<file path="src/rtl/tl_ul_pkg.sv">
// Shared TileLink-UL definitions for the client arbiter and its beat counters.
//   - A and D channel opcode encodings
//   - lock FSM state type
//   - tl_num_beats(): beats in a message, given opcode, size and log2 beat bytes
package tl_ul_pkg;

  // A-channel opcodes
  localparam logic [2:0] PUT_FULL    = 3'd0;
  localparam logic [2:0] PUT_PARTIAL = 3'd1;
  localparam logic [2:0] ARITH       = 3'd2;
  localparam logic [2:0] LOGICAL     = 3'd3;
  localparam logic [2:0] GET         = 3'd4;

  // D-channel opcodes
  localparam logic [2:0] ACK         = 3'd0;
  localparam logic [2:0] ACK_DATA    = 3'd1;

  // Wide enough for 1 << 7 beats (size 7 with one-byte beats)
  localparam int BEAT_CNT_W = 8;

  typedef enum logic {
    UNLOCKED = 1'b0,
    LOCKED   = 1'b1
  } lock_state_e;

  // A and D opcode spaces overlap numerically, so the caller states which
  // channel the opcode belongs to. Only data-carrying messages span beats.
  function automatic logic [BEAT_CNT_W-1:0] tl_num_beats(
    input logic [2:0] opcode,
    input logic [2:0] size,
    input int         beat_lg,
    input logic       d_chan
  );
    logic has_data;
    has_data = d_chan ? (opcode == ACK_DATA) : (opcode <= LOGICAL);
    if (has_data && (int'(size) > beat_lg))
      return BEAT_CNT_W'(1) << (int'(size) - beat_lg);
    return BEAT_CNT_W'(1);
  endfunction

endpackage

</file>
<file path="src/rtl/tl_ul_client_arbiter_if.sv">
// One TileLink-UL link (A request + D response channel), 32-bit data.
//   SW      : source id width of this link
//   master  : the side that issues A requests and accepts D responses
//   slave   : the side that accepts A requests and returns D responses
interface tl_ul_client_arbiter_if #(
  parameter int SW = 2
);
  logic          a_valid;
  logic          a_ready;
  logic [2:0]    a_opcode;
  logic [2:0]    a_param;
  logic [2:0]    a_size;
  logic [SW-1:0] a_source;
  logic [31:0]   a_address;
  logic [3:0]    a_mask;
  logic [31:0]   a_data;
  logic          a_corrupt;

  logic          d_valid;
  logic          d_ready;
  logic [2:0]    d_opcode;
  logic [2:0]    d_size;
  logic [SW-1:0] d_source;
  logic          d_denied;
  logic [31:0]   d_data;
  logic          d_corrupt;

  modport master (
    output a_valid, a_opcode, a_param, a_size, a_source, a_address,
           a_mask, a_data, a_corrupt, d_ready,
    input  a_ready, d_valid, d_opcode, d_size, d_source, d_denied,
           d_data, d_corrupt
  );

  modport slave (
    input  a_valid, a_opcode, a_param, a_size, a_source, a_address,
           a_mask, a_data, a_corrupt, d_ready,
    output a_ready, d_valid, d_opcode, d_size, d_source, d_denied,
           d_data, d_corrupt
  );
endinterface

</file>
<file path="src/rtl/tl_beat_counter.sv">
// Tracks position inside a multi-beat TileLink message on one channel.
//   clock, reset : clock and asynchronous active-low reset
//   i_fire       : a beat is transferred this cycle
//   i_opcode     : opcode of the current beat (only looked at on first beats)
//   i_size       : size of the current beat (only looked at on first beats)
//   o_first      : the current beat is the first of its message
//   o_last       : the current beat is the last of its message
module tl_beat_counter
  import tl_ul_pkg::*;
#(
  parameter int   BEAT_LG = 2,
  parameter logic D_CHAN  = 1'b0
) (
  input  logic       clock,
  input  logic       reset,
  input  logic       i_fire,
  input  logic [2:0] i_opcode,
  input  logic [2:0] i_size,
  output logic       o_first,
  output logic       o_last
);

  // Beats still owed by the message in progress; zero means the next beat
  // starts a new message.
  logic [BEAT_CNT_W-1:0] r_left;
  logic [BEAT_CNT_W-1:0] w_beats;

  assign w_beats = tl_num_beats(i_opcode, i_size, BEAT_LG, D_CHAN);
  assign o_first = (r_left == '0);
  assign o_last  = o_first ? (w_beats == BEAT_CNT_W'(1)) : (r_left == BEAT_CNT_W'(1));

  always_ff @(posedge clock or negedge reset) begin
    if (!reset)
      r_left <= '0;
    else if (i_fire)
      r_left <= o_first ? (w_beats - BEAT_CNT_W'(1)) : (r_left - BEAT_CNT_W'(1));
  end

endmodule

</file>
<file path="src/rtl/tl_ul_client_arbiter.sv">
// Shares one TileLink-UL client port between two requesters.
//   clock, reset : sole clock; asynchronous active-low reset
//   in0, in1     : requester links (source SRC_W bits), arbiter is the slave
//   out          : shared downstream link (source SRC_W+1 bits), arbiter is
//                  the master; source MSB carries the requester index
// A: round-robin with burst lock and a per-requester in-flight limit,
//    zero-cycle combinational grant.
// D: routed back by source MSB, MSB stripped.
module tl_ul_client_arbiter
  import tl_ul_pkg::*;
#(
  parameter int SRC_W    = 2,
  parameter int MAX_INFL = 4,
  parameter int BEAT_LG  = 2
) (
  input  logic                   clock,
  input  logic                   reset,
  tl_ul_client_arbiter_if.slave  in0,
  tl_ul_client_arbiter_if.slave  in1,
  tl_ul_client_arbiter_if.master out
);

  localparam int                INFL_W = 4;
  localparam logic [INFL_W-1:0] MAX_C  = INFL_W'(MAX_INFL);

  lock_state_e             r_state, w_state_nxt;
  logic                    r_lock_id, w_lock_id_nxt;
  logic                    r_rr_ptr, w_rr_ptr_nxt;
  logic [1:0][INFL_W-1:0]  r_infl;

  logic [1:0]  w_elig, w_inc, w_dec;
  logic        w_sel, w_grant;
  logic        w_a_fire, w_a_first, w_a_last;
  logic        w_d_tgt, w_d_fire, w_d_first, w_d_last;

  logic [2:0]       w_a_opcode, w_a_param, w_a_size;
  logic [SRC_W-1:0] w_a_source;
  logic [31:0]      w_a_address, w_a_data;
  logic [3:0]       w_a_mask;
  logic             w_a_corrupt;

  // The in-flight limit gates only new messages; burst continuation beats
  // bypass it through the LOCKED branch below.
  assign w_elig[0] = in0.a_valid & (r_infl[0] < MAX_C);
  assign w_elig[1] = in1.a_valid & (r_infl[1] < MAX_C);

  always_comb begin
    w_sel   = r_rr_ptr;
    w_grant = 1'b0;
    if (r_state == LOCKED) begin
      w_sel   = r_lock_id;
      w_grant = r_lock_id ? in1.a_valid : in0.a_valid;
    end else if (&w_elig) begin
      w_sel   = r_rr_ptr;
      w_grant = 1'b1;
    end else if (w_elig[0]) begin
      w_sel   = 1'b0;
      w_grant = 1'b1;
    end else if (w_elig[1]) begin
      w_sel   = 1'b1;
      w_grant = 1'b1;
    end
  end

  always_comb begin
    w_a_opcode  = in0.a_opcode;
    w_a_param   = in0.a_param;
    w_a_size    = in0.a_size;
    w_a_source  = in0.a_source;
    w_a_address = in0.a_address;
    w_a_mask    = in0.a_mask;
    w_a_data    = in0.a_data;
    w_a_corrupt = in0.a_corrupt;
    if (w_sel) begin
      w_a_opcode  = in1.a_opcode;
      w_a_param   = in1.a_param;
      w_a_size    = in1.a_size;
      w_a_source  = in1.a_source;
      w_a_address = in1.a_address;
      w_a_mask    = in1.a_mask;
      w_a_data    = in1.a_data;
      w_a_corrupt = in1.a_corrupt;
    end
  end

  // Handshakes are forced low while reset is held, even though the
  // upstream/downstream valids may still be toggling.
  assign out.a_valid   = reset & w_grant;
  assign out.a_opcode  = w_a_opcode;
  assign out.a_param   = w_a_param;
  assign out.a_size    = w_a_size;
  assign out.a_source  = {w_sel, w_a_source};
  assign out.a_address = w_a_address;
  assign out.a_mask    = w_a_mask;
  assign out.a_data    = w_a_data;
  assign out.a_corrupt = w_a_corrupt;
  assign in0.a_ready   = reset & w_grant & ~w_sel & out.a_ready;
  assign in1.a_ready   = reset & w_grant &  w_sel & out.a_ready;
  assign w_a_fire      = out.a_valid & out.a_ready;

  tl_beat_counter #(.BEAT_LG(BEAT_LG), .D_CHAN(1'b0)) u_a_beats (
    .clock    (clock),
    .reset    (reset),
    .i_fire   (w_a_fire),
    .i_opcode (w_a_opcode),
    .i_size   (w_a_size),
    .o_first  (w_a_first),
    .o_last   (w_a_last)
  );

  // Lock FSM: a multi-beat first beat pins the grant to its owner until the
  // last beat; the round-robin pointer moves only when a message completes.
  always_comb begin
    w_state_nxt   = r_state;
    w_lock_id_nxt = r_lock_id;
    w_rr_ptr_nxt  = r_rr_ptr;
    case (r_state)
      UNLOCKED: begin
        if (w_a_fire) begin
          if (!w_a_last) begin
            w_state_nxt   = LOCKED;
            w_lock_id_nxt = w_sel;
          end else begin
            w_rr_ptr_nxt  = ~w_sel;
          end
        end
      end
      LOCKED: begin
        if (w_a_fire && w_a_last) begin
          w_state_nxt  = UNLOCKED;
          w_rr_ptr_nxt = ~r_lock_id;
        end
      end
      default: w_state_nxt = UNLOCKED;
    endcase
  end

  always_ff @(posedge clock or negedge reset) begin
    if (!reset) begin
      r_state   <= UNLOCKED;
      r_lock_id <= 1'b0;
      r_rr_ptr  <= 1'b0;
    end else begin
      r_state   <= w_state_nxt;
      r_lock_id <= w_lock_id_nxt;
      r_rr_ptr  <= w_rr_ptr_nxt;
    end
  end

  assign w_d_tgt       = out.d_source[SRC_W];
  assign out.d_ready   = reset & (w_d_tgt ? in1.d_ready : in0.d_ready);
  assign w_d_fire      = out.d_valid & out.d_ready;
  assign in0.d_valid   = reset & out.d_valid & ~w_d_tgt;
  assign in1.d_valid   = reset & out.d_valid &  w_d_tgt;
  assign in0.d_opcode  = out.d_opcode;
  assign in1.d_opcode  = out.d_opcode;
  assign in0.d_size    = out.d_size;
  assign in1.d_size    = out.d_size;
  assign in0.d_source  = out.d_source[SRC_W-1:0];
  assign in1.d_source  = out.d_source[SRC_W-1:0];
  assign in0.d_denied  = out.d_denied;
  assign in1.d_denied  = out.d_denied;
  assign in0.d_data    = out.d_data;
  assign in1.d_data    = out.d_data;
  assign in0.d_corrupt = out.d_corrupt;
  assign in1.d_corrupt = out.d_corrupt;

  tl_beat_counter #(.BEAT_LG(BEAT_LG), .D_CHAN(1'b1)) u_d_beats (
    .clock    (clock),
    .reset    (reset),
    .i_fire   (w_d_fire),
    .i_opcode (out.d_opcode),
    .i_size   (out.d_size),
    .o_first  (w_d_first),
    .o_last   (w_d_last)
  );

  // A message is outstanding from its first A beat to its last D beat.
  assign w_inc = {w_a_fire & w_a_first & w_sel, w_a_fire & w_a_first & ~w_sel};
  assign w_dec = {w_d_fire & w_d_last & w_d_tgt, w_d_fire & w_d_last & ~w_d_tgt};

  always_ff @(posedge clock or negedge reset) begin
    if (!reset) begin
      r_infl <= '0;
    end else begin
      for (int i = 0; i < 2; i++) begin
        if (w_inc[i] && !w_dec[i] && (r_infl[i] < MAX_C))
          r_infl[i] <= r_infl[i] + INFL_W'(1);
        else if (w_dec[i] && !w_inc[i] && (r_infl[i] != '0))
          r_infl[i] <= r_infl[i] - INFL_W'(1);
      end
    end
  end

`ifndef SYNTHESIS
  // A response to a requester with nothing outstanding is a protocol error;
  // the counter saturates at zero instead of wrapping.
  a_no_orphan_d: assert property (@(posedge clock) disable iff (!reset)
    (w_d_fire && w_d_first) |->
      ((r_infl[w_d_tgt] != '0) || w_inc[w_d_tgt]));
`endif

endmodule

</file>
<file path="src/flat_wrapper.sv">
// flat-port wrapper written by rule: the top's interface ports become plain ports
module tl_ul_client_arbiter_flat import tl_ul_pkg::*;
#(
  parameter int SRC_W    = 2,
  parameter int MAX_INFL = 4,
  parameter int BEAT_LG  = 2
)
  (clock, reset, in0_a_valid, in0_a_opcode, in0_a_param, in0_a_size, in0_a_source, in0_a_address, in0_a_mask, in0_a_data, in0_a_corrupt, in0_d_ready, in0_a_ready, in0_d_valid, in0_d_opcode, in0_d_size, in0_d_source, in0_d_denied, in0_d_data, in0_d_corrupt, in1_a_valid, in1_a_opcode, in1_a_param, in1_a_size, in1_a_source, in1_a_address, in1_a_mask, in1_a_data, in1_a_corrupt, in1_d_ready, in1_a_ready, in1_d_valid, in1_d_opcode, in1_d_size, in1_d_source, in1_d_denied, in1_d_data, in1_d_corrupt, out_a_valid, out_a_opcode, out_a_param, out_a_size, out_a_source, out_a_address, out_a_mask, out_a_data, out_a_corrupt, out_d_ready, out_a_ready, out_d_valid, out_d_opcode, out_d_size, out_d_source, out_d_denied, out_d_data, out_d_corrupt);
  tl_ul_client_arbiter_if #(.SW(SRC_W)) in0_i ();
  tl_ul_client_arbiter_if #(.SW(SRC_W)) in1_i ();
  tl_ul_client_arbiter_if #(.SW(SRC_W+1)) out_i ();
  input  logic clock;
  input  logic reset;
  input wire logic [$bits(in0_i.a_valid)-1:0] in0_a_valid;
  input wire logic [$bits(in0_i.a_opcode)-1:0] in0_a_opcode;
  input wire logic [$bits(in0_i.a_param)-1:0] in0_a_param;
  input wire logic [$bits(in0_i.a_size)-1:0] in0_a_size;
  input wire logic [$bits(in0_i.a_source)-1:0] in0_a_source;
  input wire logic [$bits(in0_i.a_address)-1:0] in0_a_address;
  input wire logic [$bits(in0_i.a_mask)-1:0] in0_a_mask;
  input wire logic [$bits(in0_i.a_data)-1:0] in0_a_data;
  input wire logic [$bits(in0_i.a_corrupt)-1:0] in0_a_corrupt;
  input wire logic [$bits(in0_i.d_ready)-1:0] in0_d_ready;
  output wire logic [$bits(in0_i.a_ready)-1:0] in0_a_ready;
  output wire logic [$bits(in0_i.d_valid)-1:0] in0_d_valid;
  output wire logic [$bits(in0_i.d_opcode)-1:0] in0_d_opcode;
  output wire logic [$bits(in0_i.d_size)-1:0] in0_d_size;
  output wire logic [$bits(in0_i.d_source)-1:0] in0_d_source;
  output wire logic [$bits(in0_i.d_denied)-1:0] in0_d_denied;
  output wire logic [$bits(in0_i.d_data)-1:0] in0_d_data;
  output wire logic [$bits(in0_i.d_corrupt)-1:0] in0_d_corrupt;
  input wire logic [$bits(in1_i.a_valid)-1:0] in1_a_valid;
  input wire logic [$bits(in1_i.a_opcode)-1:0] in1_a_opcode;
  input wire logic [$bits(in1_i.a_param)-1:0] in1_a_param;
  input wire logic [$bits(in1_i.a_size)-1:0] in1_a_size;
  input wire logic [$bits(in1_i.a_source)-1:0] in1_a_source;
  input wire logic [$bits(in1_i.a_address)-1:0] in1_a_address;
  input wire logic [$bits(in1_i.a_mask)-1:0] in1_a_mask;
  input wire logic [$bits(in1_i.a_data)-1:0] in1_a_data;
  input wire logic [$bits(in1_i.a_corrupt)-1:0] in1_a_corrupt;
  input wire logic [$bits(in1_i.d_ready)-1:0] in1_d_ready;
  output wire logic [$bits(in1_i.a_ready)-1:0] in1_a_ready;
  output wire logic [$bits(in1_i.d_valid)-1:0] in1_d_valid;
  output wire logic [$bits(in1_i.d_opcode)-1:0] in1_d_opcode;
  output wire logic [$bits(in1_i.d_size)-1:0] in1_d_size;
  output wire logic [$bits(in1_i.d_source)-1:0] in1_d_source;
  output wire logic [$bits(in1_i.d_denied)-1:0] in1_d_denied;
  output wire logic [$bits(in1_i.d_data)-1:0] in1_d_data;
  output wire logic [$bits(in1_i.d_corrupt)-1:0] in1_d_corrupt;
  output wire logic [$bits(out_i.a_valid)-1:0] out_a_valid;
  output wire logic [$bits(out_i.a_opcode)-1:0] out_a_opcode;
  output wire logic [$bits(out_i.a_param)-1:0] out_a_param;
  output wire logic [$bits(out_i.a_size)-1:0] out_a_size;
  output wire logic [$bits(out_i.a_source)-1:0] out_a_source;
  output wire logic [$bits(out_i.a_address)-1:0] out_a_address;
  output wire logic [$bits(out_i.a_mask)-1:0] out_a_mask;
  output wire logic [$bits(out_i.a_data)-1:0] out_a_data;
  output wire logic [$bits(out_i.a_corrupt)-1:0] out_a_corrupt;
  output wire logic [$bits(out_i.d_ready)-1:0] out_d_ready;
  input wire logic [$bits(out_i.a_ready)-1:0] out_a_ready;
  input wire logic [$bits(out_i.d_valid)-1:0] out_d_valid;
  input wire logic [$bits(out_i.d_opcode)-1:0] out_d_opcode;
  input wire logic [$bits(out_i.d_size)-1:0] out_d_size;
  input wire logic [$bits(out_i.d_source)-1:0] out_d_source;
  input wire logic [$bits(out_i.d_denied)-1:0] out_d_denied;
  input wire logic [$bits(out_i.d_data)-1:0] out_d_data;
  input wire logic [$bits(out_i.d_corrupt)-1:0] out_d_corrupt;
  assign in0_i.a_valid = in0_a_valid;
  assign in0_i.a_opcode = in0_a_opcode;
  assign in0_i.a_param = in0_a_param;
  assign in0_i.a_size = in0_a_size;
  assign in0_i.a_source = in0_a_source;
  assign in0_i.a_address = in0_a_address;
  assign in0_i.a_mask = in0_a_mask;
  assign in0_i.a_data = in0_a_data;
  assign in0_i.a_corrupt = in0_a_corrupt;
  assign in0_i.d_ready = in0_d_ready;
  assign in0_a_ready = in0_i.a_ready;
  assign in0_d_valid = in0_i.d_valid;
  assign in0_d_opcode = in0_i.d_opcode;
  assign in0_d_size = in0_i.d_size;
  assign in0_d_source = in0_i.d_source;
  assign in0_d_denied = in0_i.d_denied;
  assign in0_d_data = in0_i.d_data;
  assign in0_d_corrupt = in0_i.d_corrupt;
  assign in1_i.a_valid = in1_a_valid;
  assign in1_i.a_opcode = in1_a_opcode;
  assign in1_i.a_param = in1_a_param;
  assign in1_i.a_size = in1_a_size;
  assign in1_i.a_source = in1_a_source;
  assign in1_i.a_address = in1_a_address;
  assign in1_i.a_mask = in1_a_mask;
  assign in1_i.a_data = in1_a_data;
  assign in1_i.a_corrupt = in1_a_corrupt;
  assign in1_i.d_ready = in1_d_ready;
  assign in1_a_ready = in1_i.a_ready;
  assign in1_d_valid = in1_i.d_valid;
  assign in1_d_opcode = in1_i.d_opcode;
  assign in1_d_size = in1_i.d_size;
  assign in1_d_source = in1_i.d_source;
  assign in1_d_denied = in1_i.d_denied;
  assign in1_d_data = in1_i.d_data;
  assign in1_d_corrupt = in1_i.d_corrupt;
  assign out_a_valid = out_i.a_valid;
  assign out_a_opcode = out_i.a_opcode;
  assign out_a_param = out_i.a_param;
  assign out_a_size = out_i.a_size;
  assign out_a_source = out_i.a_source;
  assign out_a_address = out_i.a_address;
  assign out_a_mask = out_i.a_mask;
  assign out_a_data = out_i.a_data;
  assign out_a_corrupt = out_i.a_corrupt;
  assign out_d_ready = out_i.d_ready;
  assign out_i.a_ready = out_a_ready;
  assign out_i.d_valid = out_d_valid;
  assign out_i.d_opcode = out_d_opcode;
  assign out_i.d_size = out_d_size;
  assign out_i.d_source = out_d_source;
  assign out_i.d_denied = out_d_denied;
  assign out_i.d_data = out_d_data;
  assign out_i.d_corrupt = out_d_corrupt;
  tl_ul_client_arbiter #(.SRC_W(SRC_W), .MAX_INFL(MAX_INFL), .BEAT_LG(BEAT_LG)) u_core (.clock(clock), .reset(reset), .in0(in0_i), .in1(in1_i), .out(out_i));
endmodule
</file>
<file path="config.mk">
export PLATFORM = sky130hd
export DESIGN_NAME = tl_ul_client_arbiter_flat
export DESIGN_NICKNAME = d
export VERILOG_FILES = /design/src/rtl/tl_ul_pkg.sv /design/src/rtl/tl_ul_client_arbiter_if.sv /design/src/rtl/tl_beat_counter.sv /design/src/rtl/tl_ul_client_arbiter.sv /design/src/flat_wrapper.sv
export SDC_FILE = /design/constraint.sdc
export NUM_CORES = 1
export LEC_CHECK = 0
export BUFFER_PORTS_ARGS = -buffer_cell sky130_fd_sc_hd__buf_2
export CORE_AREA = 2 2 149 151
export CTS_CLUSTER_SIZE = 40
export DETAILED_ROUTE_END_ITERATION = 6
export DIE_AREA = 0 0 151 153
export HOLD_SLACK_MARGIN = 0.15
export SLEW_MARGIN = 10
export SYNTH_ARGS = -nofsm -noshare
export SYNTH_HDL_FRONTEND = slang
export SYNTH_SLANG_ARGS = --single-unit
</file>
<file path="constraint.sdc">
create_clock -name clock -period 11.45 [get_ports clock]
set_input_delay 0 -clock clock [delete_from_list [all_inputs] [get_ports clock]]
set_output_delay 0 -clock clock [all_outputs]
set_load 0.005 [all_outputs]
</file>
---- Yosys cells after proc, flatten, opt, wreduce, memory -nomap -nowiden ----
Cells that the tools add are included.
Widths: inputs -> output; s select.
storage, ports and cells
  register bits ........................... 27
  input port bits ......................... 211
  output and inout bits ................... 171
  word-level logic and storage cells ...... 120
cells by class
  add/subtract/negate cells ............... 10
  order comparisons ....................... 5
  equal/unequal tests ..................... 8
  shift operators ......................... 2
  multiplexer cells ....................... 40
  bitwise operators ....................... 24
  reductions and logical operators ........ 24
operator list
  operator              count
  $mux 32               2
  $shl 1x32->8 const A  2
  $mux 8                6
  $eq 8x1->1 const B    4
  $sub 8x1->8 const B   4
  $mux 1                21
  $mux 4                5
  $and 1x1->1           19
  $logic_not 8->1       2
  $logic_and 1x1->1     11
  $mux 3                3
  $add 4x1->4 const B   2
  $lt 4x3->1 const B    2
  $reduce_bool 4->1     2
  $sub 3x2->4 const B   2
  $sub 4x1->4 const B   2
  $gt 3x2->1 const B    2
  $reduce_and 3->1      2
  $not 1->1             5
  $logic_not 1->1       4
  $ne 2x1->1 const B    2
  $pmux 1 s2            2
  $reduce_bool 2->1     2
  $eq 3x1->1 const B    1
  other kinds (4)       4

---- Depth between registers and ports, before layout ----
  word-level depth ........................ 16
  depth in mapped cells ................... 19
  mapped depth without buffers ............ 17

---- By module ----
Synthesis repeated with hierarchy kept, for this count alone.
unflattened totals
  cells, all modules ...................... 488
  area total of the unflattened synthesis .. 4276.6 um2
modules (own cells, without submodules)
  module                              times used  cells each  area each (um2)  sequential area each (um2)
  tl_ul_client_arbiter                1           281         2588.7           275.3
  tl_beat_counter (u_core.u_d_beats)  1           111         875.8            200.2
  tl_beat_counter (u_core.u_a_beats)  1           96          812.0            200.2

---- Worst setup path before layout ----
No wires, ideal clock.
  path kind ............................... register to register
  from .................................... reg u_core.r_infl[3] (netlist bit)
  to ...................................... reg u_core.u_a_beats.r_left[6]
  setup time .............................. 141 ps
  data arrival time ....................... 3575 ps
  setup slack ............................. 7733 ps
  cell stages (with the launch flop) ...... 18
  clock period less this slack ............ 3717 ps
  path through ............................ dfrtp_1 -> or3b_4 -> o211ai_1 -> nand2_4 -> buf_6 -> buf_6 -> buf_2 -> mux2i_1 -> ha_1 -> clkbuf_1 -> nand2b_1 -> o21bai_1 -> inv_1 -> ha_1 -> o21ai_1 -> or4b_1 -> a21oi_1 -> o41ai_2
on the way
  word-level cells in the longest chain between the ends .. 12
RTL lines
  what                                               line                                                    RTL
  start: declaration                                 tl_ul_client_arbiter.sv:29                              logic [1:0][INFL_W-1:0] r_infl;
  start signal: indexed assignment                   tl_ul_client_arbiter.sv:188                             r_infl[i] <= r_infl[i] + INFL_W'(1);
  start signal: indexed assignment                   tl_ul_client_arbiter.sv:190                             r_infl[i] <= r_infl[i] - INFL_W'(1);
  $lt 4x3->1 (*)                                     tl_ul_client_arbiter.sv:44                              assign w_elig[0] = in0.a_valid & (r_infl[0] < MAX_C);
  $and 1x1->1 (*)                                    tl_ul_client_arbiter.sv:44
  $mux 1 or $reduce_and 2->1 (tied branches)         tl_ul_client_arbiter.sv:56, tl_ul_client_arbiter.sv:53
  $mux 1 (*)                                         tl_ul_client_arbiter.sv:53                              end else if (&w_elig) begin
  $mux 1 (*)                                         tl_ul_client_arbiter.sv:50                              if (r_state == LOCKED) begin
  via u_core.w_sel                                   tl_ul_client_arbiter.sv:32                              logic w_sel, w_grant;
  $mux 3                                             tl_ul_client_arbiter.sv:74                              if (w_sel) begin
  $sub 3x2->4, or another cell as far along          tl_ul_pkg.sv:37                                         return BEAT_CNT_W'(1) << (int'(size) - beat_lg);
  $shl 1x32->8 or $logic_and 1x1->1 (tied branches)  tl_ul_pkg.sv:37, tl_ul_pkg.sv:36
  $mux 8 or $mux 1 (tied branches)                   tl_ul_pkg.sv:36                                         if (has_data && (int'(size) > beat_lg))
  $mux 8 (*)                                         tl_ul_pkg.sv:38                                         return BEAT_CNT_W'(1);
  $sub 8x1->8 (*)                                    tl_beat_counter.sv:36                                   r_left <= o_first ? (w_beats - BEAT_CNT_W'(1)) : (r_left - BEAT_CNT_W'(1));
  $mux 8 (*)                                         tl_beat_counter.sv:36
  end signal: assignment                             tl_beat_counter.sv:36
  end: declaration                                   tl_beat_counter.sv:25                                   logic [BEAT_CNT_W-1:0] r_left;
Mark *: on every way through the listed nets, which the timed path passes. The rest lies on a longest branch. The select of a mux whose other input is x is not followed.
A chain may end at the register's enable or synchronous reset.

---- Final worst setup path ----
  from .................................... reg u_core.r_infl[7] (netlist bit)
  to ...................................... reg u_core.u_a_beats.r_left[6]
on the way
  word-level cells in the longest chain between the ends .. 13
RTL lines
  what                                               line                              RTL
  $lt 4x3->1 (*)                                     tl_ul_client_arbiter.sv:45        assign w_elig[1] = in1.a_valid & (r_infl[1] < MAX_C);
  $and 1x1->1 (*)                                    tl_ul_client_arbiter.sv:45
  $mux 1                                             tl_ul_client_arbiter.sv:59        end else if (w_elig[1]) begin
  $mux 1                                             tl_ul_client_arbiter.sv:56        end else if (w_elig[0]) begin
  $mux 1                                             tl_ul_client_arbiter.sv:53
  $mux 1                                             tl_ul_client_arbiter.sv:50
  $mux 3                                             tl_ul_client_arbiter.sv:74
  $sub 3x2->4, or another cell as far along          tl_ul_pkg.sv:37
  $shl 1x32->8 or $logic_and 1x1->1 (tied branches)  tl_ul_pkg.sv:37, tl_ul_pkg.sv:36
  $mux 8 or $mux 1 (tied branches)                   tl_ul_pkg.sv:36
  $mux 8                                             tl_ul_pkg.sv:38
  $sub 8x1->8                                        tl_beat_counter.sv:36
  $mux 8                                             tl_beat_counter.sv:36
Every way passes the cells marked *; elsewhere a longest branch is shown, timed or not. The select of a mux whose other input is x is not followed.

==> impl_metrics.tcl <==
set metrics [dict create \
    ir_worst_vdd_v 0.000115 \
    ys_warn_count 0 \
    synth-async-reset-ratio_pct 100 \
    yosys.cell_types.count 65 \
    synth_edf_count 0 \
    post_drt_wl_per_cell_um 15.2 \
    multi_input_area_mm2 0.00291 \
    clk_pin_slew_ns 0.07 \
    path_max_fanout 68 \
    synth_cells 529 \
    grtUsageMet3_pct 3.07 \
    min_period_over_period_pct 35.3 \
    period_needed_ns 4.04 \
    synth_top_area_share_pct 20.5 \
    grt_use_total_pct 12.2 \
    start_util_pct 20.4 \
    clockRootBuffer "clkbuf_16" \
    slew_violations 0 \
    maxCapViolCount 0 \
    worstSetupEndpointType "register" \
    routed_wl_mm 15.5 \
    total_power_w 0.000958 \
    overflow 0 \
    cts_sinks 27 \
    layout_commonest_cell "buf_2" \
    arrival_ns 4.17 \
    core_area_mm2 0.0215 \
    powerDensity_mw_per_mm2 165 \
    setup_tns_ns 0 \
    relSlewSlack_pct 41.8 \
    fin_area_mm2 0.00582 \
    syn-num-nets 757 \
    grt_pass1_vias 4204 \
    final_cell_mix "buf_2 (273), mux2_2 (80), dlygate4sd3_1 (37)" \
    initialDrtViolationCount 241 \
    synth_area_per_cell_um2 8.30 \
    grt.met2_usage_pct 21.1 \
    hold_viol 0 \
    dpl.hpwl_mm 12.8 \
    synth_area_mm2 0.00439 \
    clock.fmax_mhz 248 \
    hold_class "input pin to output pin" \
    busiest_layer "met2" \
    h-tree-depth 1 \
    ios 382 \
    yosys.area.top_type "mux2_2" \
    leakage_nw 2.73 \
    synth.ff_latch_count 27 \
    place_area_mm2 0.00537 \
    regArea_um2 676 \
    dr.pass1.iters 5 \
    syn_to_final_growth_pct 32.6 \
    routabilityCongestion 0.892 \
    hold_ws_ns 0.198 \
    drive_above_1_share_pct 50.9 \
    cts_buffers 3 \
    die_h_um 153 \
    skew_ns 0.00278 \
    clk_latency_ns 0.27 \
    cts_tree "yes" \
    drtAntennaViolNets 0 \
    start_kind "register" \
    yosysSeqAreaShare_pct 15.4 \
    worstPathRequired_ns 11.58 \
    vias 4712 \
    crit_type "register to register" \
    antenna_found_initial 4 \
    nets 968 \
    cts.path.max_buffers 2 \
    synth.area.top_cells "mux2_2 (21%), dfrtp_1 (15%), buf_4 (15%), ha_1 (4.3%), a21oi_1 (3.5%)" \
    fp.dieArea_mm2 0.0231 \
    rsz0062_at_grt "false" \
    grt_pass1_wl_mm 22.4 \
    setup_viol_count_final 0 \
    fill_cells 2311 \
    numPortBuffers 273 \
    gr-usage-met1_pct 16.0 \
    synth_flop_cell "dfrtp_1" \
    worst_pin_slew_ns 0.873 \
    status "complete, no violations" \
    num_rows 54 \
    viasPerCell 4.62 \
    drc 0 \
    grt_max_degree 69 \
    dieWidth_um 151 \
]
-- report_power, final --
part,switching [W],internal [W],total (W)
clock network,0.0000346,0.0000478,0.0000824
logic,0.000341,0.000352,0.000693
registers,0.0000495,0.000133,0.000183
total,0.000425,0.000533,0.000958
-- Yosys cell counts (all sizes together) (5+ instances only) --
library cell,count
mux2,80
a21oi,32
buf,97
or3,8
a21o,5
ha,15
and3,7
nor2,34
nor3,15
inv,16
dfrtp,27
mux2i,13
nor4,8
nand2b,6
clkbuf,9
nor2b,7
a31oi,9
a211oi,6
o21ai,28
nand2,30
or4b,5
nand3,10
-- flip-flops by register name, summed over array words and instances (netlist names), named ones only --
name                     flops
u_core.r_lock_id             1
u_core.u_a_beats.r_left      8
u_core.u_d_beats.r_left      8
u_core.r_infl                8
u_core.r_rr_ptr              1
-- stage by stage --
| stage | instances | setup slack [ns] | util, % |
|---|---|---|---|
| finish | 1020 | 7.41 | 27.1 |
| global route | 1019 | 7.08 | 27.1 |
| CTS | 1019 | 7.39 | 27.1 |
| detailed placement | 978 | 7.39 | 25.0 |
| global placement | 978 | 7.50 | 25.0 |
| floorplan | 529 | 7.73 | - |
-- routing by layer --
metal | vias up | share of wire, %
met3 | 6 | 10
li1 | 2269 | -
met1 | 2167 | 43
met5 | - | 0.10
met2 | 268 | 47
met4 | 2 | 0.28
-- logic make-up (layout without fill, tap and decap cells) --
family / after synthesis / count (layout) / synth area share, %
AO/OA/AOI/OAI: 115 / 115 / 16.9
XOR/XNOR: 6 / 6 / 1.20
adder cells (fa/ha/maj): 17 / 17 / 5.19
buffers and inverters: 122 / 332 / 18.5
flip-flops: 27 / 27 / 15.4
multiplexers: 93 / 93 / 23.5
other: 0 / 1 / 0
AND/OR/NAND/NOR: 149 / 149 / 19.4
-- what timing repair did --
action / CTS / global route
hold endpoints to repair: 99 / 0
resized for setup: 0 / 0
hold buffers: 37 / 0
buffers inserted: 0 / 0
-- path summary, 6_finish.rpt --
path                                                 start  slack (ns)  cells past startpoint                         end
worst min-delay path                       out_d_opcode[0]        0.20                      2             in1_d_opcode[0]
worst max-delay path                      u_core.r_infl[7]        7.41                     12  u_core.u_a_beats.r_left[6]
min in group asynchronous                            reset        0.28                      3  u_core.u_d_beats.r_left[3]
max in group asynchronous                            reset       10.87                      3  u_core.u_a_beats.r_left[5]
worst max register to register            u_core.r_infl[7]        7.41                     12  u_core.u_a_beats.r_left[6]
worst min register to register  u_core.u_d_beats.r_left[7]        0.50                      1  u_core.u_d_beats.r_left[7]
-- critical path, stage by stage, from the launching register on --
cell	delay (ns)
dfrtp_1	0.47
nor3b_4	0.34
o211ai_1	0.24
nand2_4	0.42
buf_4	0.72
mux2i_1	0.39
nor2_1	0.09
nand3_1	0.12
ha_1	0.21
o21ai_1	0.13
or4b_1	0.48
a21oi_1	0.17
o41ai_2	0.09
-- cell type report --
cell class,count,area share [%]
flip-flops and latches,27,11.6
well taps,280,6.02
inverters,16,1.03
repair buffers,312,30.1
multi-input cells,380,49.9
clock buffers,4,1.35
diodes,1,0.0430
(Power assumes the default switching activity.)
